==> src/rtl/hls_frame_sequencer.sv <==
// hls_frame_sequencer: drives an ap_ctrl_hs HLS core once per pixel of a frame.
// Pixels come in on a valid/ready stream and results leave on another one.
// A per-pixel watchdog flags a core that never raises ap_done.
module hls_frame_sequencer #(
    parameter int DATA_W    = 8,
    parameter int FRAME_LEN = 10,
    parameter int CNT_W     = 16,
    parameter int TIMEOUT   = 255,
    parameter int TO_W      = 8
) (
    input  logic              ap_clk,
    input  logic              ap_rst_n,
    input  logic              cfg_start,
    input  logic              cfg_abort,
    output logic              busy,
    output logic              frame_done,
    output logic              err_timeout,
    output logic [CNT_W-1:0]  pix_cnt,
    input  logic [DATA_W-1:0] in_data,
    input  logic              in_valid,
    output logic              in_ready,
    output logic              core_start,
    input  logic              core_ready,
    input  logic              core_idle,
    input  logic              core_done,
    output logic [DATA_W-1:0] core_din,
    input  logic [DATA_W-1:0] core_dout,
    output logic [DATA_W-1:0] out_data,
    output logic              out_valid,
    input  logic              out_ready
);

    typedef enum logic [2:0] {
        S_IDLE, S_LOAD, S_ISSUE, S_WAIT, S_EMIT, S_DONE
    } state_t;

    localparam logic [TO_W-1:0]  TO_LAST  = TO_W'(TIMEOUT - 1);
    localparam logic [CNT_W-1:0] PIX_LAST = CNT_W'(FRAME_LEN - 1);

    state_t           state, state_nxt;
    logic [TO_W-1:0]  to_cnt;
    logic             core_hs;
    logic             to_expired;

    assign core_hs    = core_ready && core_idle;
    assign to_expired = (to_cnt == TO_LAST);

    // State register.
    always_ff @(posedge ap_clk or negedge ap_rst_n) begin
        if (!ap_rst_n) state <= S_IDLE;
        else           state <= state_nxt;
    end

    // Next-state and state-decoded outputs; abort overrides every transition
    // and masks the handshake strobes in the same cycle.
    always_comb begin
        state_nxt  = state;
        busy       = (state != S_IDLE);
        frame_done = (state == S_DONE);
        in_ready   = 1'b0;
        core_start = 1'b0;
        out_valid  = 1'b0;
        case (state)
            S_IDLE:  if (cfg_start) state_nxt = S_LOAD;
            S_LOAD: begin
                in_ready = !cfg_abort;
                if (in_valid) state_nxt = S_ISSUE;
            end
            S_ISSUE: begin
                core_start = !cfg_abort;
                if (core_hs) state_nxt = S_WAIT;
            end
            S_WAIT: begin
                if (core_done)       state_nxt = S_EMIT;
                else if (to_expired) state_nxt = S_IDLE;
            end
            S_EMIT: begin
                out_valid = !cfg_abort;
                if (out_ready) state_nxt = (pix_cnt == PIX_LAST) ? S_DONE : S_LOAD;
            end
            S_DONE:  state_nxt = S_IDLE;
            default: state_nxt = S_IDLE;
        endcase
        if (cfg_abort) state_nxt = S_IDLE;
    end

    // Datapath registers: pixel latch, result latch, counters and sticky error.
    // Nothing moves on an abort cycle so pix_cnt and err_timeout hold.
    always_ff @(posedge ap_clk or negedge ap_rst_n) begin
        if (!ap_rst_n) begin
            pix_cnt     <= '0;
            err_timeout <= 1'b0;
            core_din    <= '0;
            out_data    <= '0;
            to_cnt      <= '0;
        end else if (!cfg_abort) begin
            case (state)
                S_IDLE: if (cfg_start) begin
                    pix_cnt     <= '0;
                    err_timeout <= 1'b0;
                end
                S_LOAD:  if (in_valid) core_din <= in_data;
                S_ISSUE: if (core_hs) to_cnt <= '0;
                S_WAIT: begin
                    if (core_done)       out_data    <= core_dout;
                    else if (to_expired) err_timeout <= 1'b1;
                    else                 to_cnt      <= to_cnt + TO_W'(1);
                end
                S_EMIT:  if (out_ready) pix_cnt <= pix_cnt + CNT_W'(1);
                default: ;
            endcase
        end
    end

endmodule
==> config.mk <==
export PLATFORM = sky130hd
export DESIGN_NAME = hls_frame_sequencer
export DESIGN_NICKNAME = d
export VERILOG_FILES = /design/src/rtl/hls_frame_sequencer.sv
export SDC_FILE = /design/constraint.sdc
export NUM_CORES = 1
export LEC_CHECK = 0
export ABC_AREA = 1
export CAP_MARGIN = 20
export CORE_MARGIN = 4
export CORE_UTILIZATION = 50
export CTS_BUF_LIST = sky130_fd_sc_hd__clkbuf_16
export CTS_CLUSTER_DIAMETER = 80
export DETAILED_ROUTE_END_ITERATION = 16
export PLACE_DENSITY = 0.81
export SETUP_SLACK_MARGIN = 0.3
export SLEW_MARGIN = 20
export SYNTH_ARGS = -nofsm -noshare
export SYNTH_HDL_FRONTEND = slang
export SYNTH_SLANG_ARGS = --single-unit
==> constraint.sdc <==
create_clock -name ap_clk -period 3 [get_ports ap_clk]
set_clock_uncertainty 0.1 [all_clocks]
set_input_delay 0.45 -clock ap_clk [delete_from_list [all_inputs] [get_ports ap_clk]]
set_output_delay 0.45 -clock ap_clk [all_outputs]
set_load 0.05 [all_outputs]
==> results.sh <==
export IMPL_p_comb_frac=0.449
export IMPL_antenna_found_initial=0
export IMPL_utilization=0.701
export IMPL_setup_viol=0
export IMPL_drc_errors=0
export IMPL_grt_overflow_total=0
export IMPL_tightest_slew_ns=0.533
export IMPL_status="finished clean"
export IMPL_p_int_mw=1.50
export IMPL_design_core_area_mm2=0.00479
export IMPL_power_switching_mw=1.12
export IMPL_place_area_mm2=0.00316
export IMPL_ys_ff_latch=44
export IMPL_rsz0062_at_grt="false"
export IMPL_rr_worst_depth=6
export IMPL_fin_nets=423
export IMPL_cts_tree="yes"
export IMPL_cp_common_cell="nor2_1"
export IMPL_area_growth_pct=34.6
export IMPL_synth_flop_cell="dfrtp_1"
export IMPL_antenna_cells=0
export IMPL_die_area_mm2=0.00618
export IMPL_drt_initial_drc_count=136
export IMPL_netlist_instances=329
export IMPL_crit_arrival_ns=2.00
export IMPL_via_per_inst=5.26
export IMPL_p_leak_nw=1.57
export IMPL_design_area_mm2=0.00336
export IMPL_swShare=0.427
export IMPL_r2r_end="pix_cnt[12]$_DFFE_PN0P_"
export IMPL_cts_root_buf="clkbuf_16"
export IMPL_dpl_hpwl_um=4600
export IMPL_avgRoutedWirePerCell_um=13.2
export IMPL_final_cell_mix="102 x nand2_1, 59 x clkdlybuf4s50_1, 44 x dfrtp_1"
export IMPL_p_seq_frac=0.314
export IMPL_grt_pass1_wl_um=10200
export IMPL_r2r_start="state[1]$_DFFE_PN0P_"
export IMPL_async_reset_ff_frac=1.00
export IMPL_worstPathCellList="inv_1, nor2_1, nand2_1, nor2_1, clkdlybuf4s50_1"
export IMPL_grt_max_degree=45
export IMPL_ant_nets=0
export IMPL_max_freq_ghz=0.392
export IMPL_cp_required_ns=2.45
export IMPL_crit_family="buffers and inverters"
export IMPL_drive_gt1_frac=0.0810
export IMPL_yosysWarnings=0
export IMPL_synth_edf_count=0
export IMPL_avgSynthCellArea_um2=7.58
export IMPL_clk_latency_ns=0.29
export IMPL_gp_congestion=0.938
export IMPL_start_util=0.521
export IMPL_cts_num_sinks=44
export IMPL_layout_commonest_cell="nand2_1"
export IMPL_layout_worst_path_cycle_share=0.851
export IMPL_hold_violations=0
export IMPL_track_usage=0.210
export IMPL_slew_violations=0
export IMPL_synthesis_area_mm2=0.00249
export IMPL_p_per_area_mw_per_mm2=780
export IMPL_dieWidth_um=78.6
export IMPL_crit_path_end_kind="primary output"
export IMPL_worst_path_stages=5
export IMPL_num_rows=25
export IMPL_seq_area_frac_synth=0.442
export IMPL_crit_buf_inv=2
export IMPL_grt_pass1_vias=2329
export IMPL_clk_path_buf_depth=2
export IMPL_path_class="flip-flop to primary output"
export IMPL_fin_setup_tns_ns=0
export IMPL_cp_slowest_stage_delay_ns=0.81
export IMPL_cp_slowest_cell="clkdlybuf4s50_1"
export IMPL_fin_crit_ns=2.55
export IMPL_peakVddDrop_uv=639
export IMPL_worstPathMaxFanout=7
export IMPL_cts_made_buffers=5
export IMPL_r2r_slack_ns=1.07
export IMPL_startpoint_type="flip-flop"
export IMPL_portBuffers=62
export IMPL_clkPwrFrac=0.237
export IMPL_ys_types=28
export IMPL_drv_cap=0
export IMPL_post_cts_setup_buffer_count=0
export IMPL_num_io_pins=63
export IMPL_relSlewSlack=0.644
export IMPL_routed_wl_um=6090
export IMPL_htreeDepth=2
export IMPL_path_clk_slew_ns=0.06
export IMPL_die_y_um=78.6
export IMPL_drt_pass1_iter_count=4
export IMPL_route_vias_total=2428
export IMPL_hold_path_class="input pin to async pin"
export IMPL_syn_nets=358
stage by stage:
stage	setup slack [ns]	cells	total power [mW]	hold WS [ns]
after floorplan	0.811	329	1.62	0.0544
after global placement	0.398	453	1.97	0.354
after detailed placement	0.379	453	2.00	0.358
after CTS	0.329	461	2.63	0.252
after global routing	0.340	462	2.75	0.0848
final	0.446	462	2.62	0.0435
state kept, by name, indices dropped and copies added (netlist names):
register     cells
pix_cnt         16
core_din         8
err_timeout      1
out_data         8
state            3
to_cnt           8
final cells by class:
class / instances / area [um^2]
fill: 395 / 1430
multi-input combinational: 244 / 1220
sequential: 44 / 1100
timing repair buffer: 63 / 643
inverter: 36 / 135
clock buffer: 5 / 125
tap: 67 / 83.8
clock inverter: 3 / 42.5
cells by family after synthesis:
family / count (synthesis) / synth area share
buffers and inverters: 41 / 0.0672
xor gates and xnor gates: 3 / 0.0105
DFF: 44 / 0.442
and+or+nand+nor: 202 / 0.366
adders and majority gates: 4 / 0.0201
muxes: 9 / 0.0401
AOI/OAI and AO/OA: 26 / 0.0542
timing repair:
action                     CTS  global route
setup endpoints to repair    0             1
hold buffers                 0             0
resized for setup            0             1
power groups by stage:
stage / Combinational (mW) / Sequential (mW) / Clock (mW)
after floorplan: 0.417 / 1.21 / 0
after global placement: 1.15 / 0.823 / 0
after detailed placement: 1.17 / 0.831 / 0
after CTS: 1.18 / 0.822 / 0.631
after global routing: 1.25 / 0.840 / 0.656
final: 1.18 / 0.822 / 0.619
cell usage after synthesis (3+ instances only):
library cell | n | area (um^2)
nand3_1 | 35 | 175
nor2_4 | 3 | 33.8
nor2_1 | 33 | 124
dfrtp_1 | 44 | 1100
nand2_1 | 102 | 383
a21oi_1 | 6 | 30.0
nand4_1 | 18 | 113
inv_1 | 34 | 128
ha_1 | 4 | 50.1
o21ai_1 | 5 | 25.0
xor2_1 | 3 | 26.3
nor3_1 | 3 | 15.0
o21ai_0 | 13 | 65.1
mux2_2 | 8 | 90.1
routing by layer:
layer,GRT usage,up-vias,wire (um)
met5,0,-,0
met4,0.0752,0,101
met3,0.0585,9,500
met2,0.374,91,2970
met1,0.240,1127,2520
li1,-,1201,-
how the worst max path moves through the flow:
stage | start | endpoint | slack [ns]
6_report | state[1]$_DFFE_PN0P_ | core_start | 0.45
3_3_place_gp | cfg_abort | in_ready | 0.40
5_1_grt | state[1]$_DFFE_PN0P_ | core_start | 0.34
3_5_place_dp | cfg_abort | in_ready | 0.38
2_1_floorplan | state[2]$_DFFE_PN0P_ | frame_done | 0.81
4_1_cts | state[2]$_DFFE_PN0P_ | in_ready | 0.33
worst register-to-register path: stages, from the launching register on:
cell and delay, ns:
dfrtp_1 0.46, nor2_2 0.32, o21ai_2 0.12, nor2_4 0.41, inv_1 0.25, nand2_1 0.10, o21ai_1 0.06
Power figures use the tool's default switching activity.
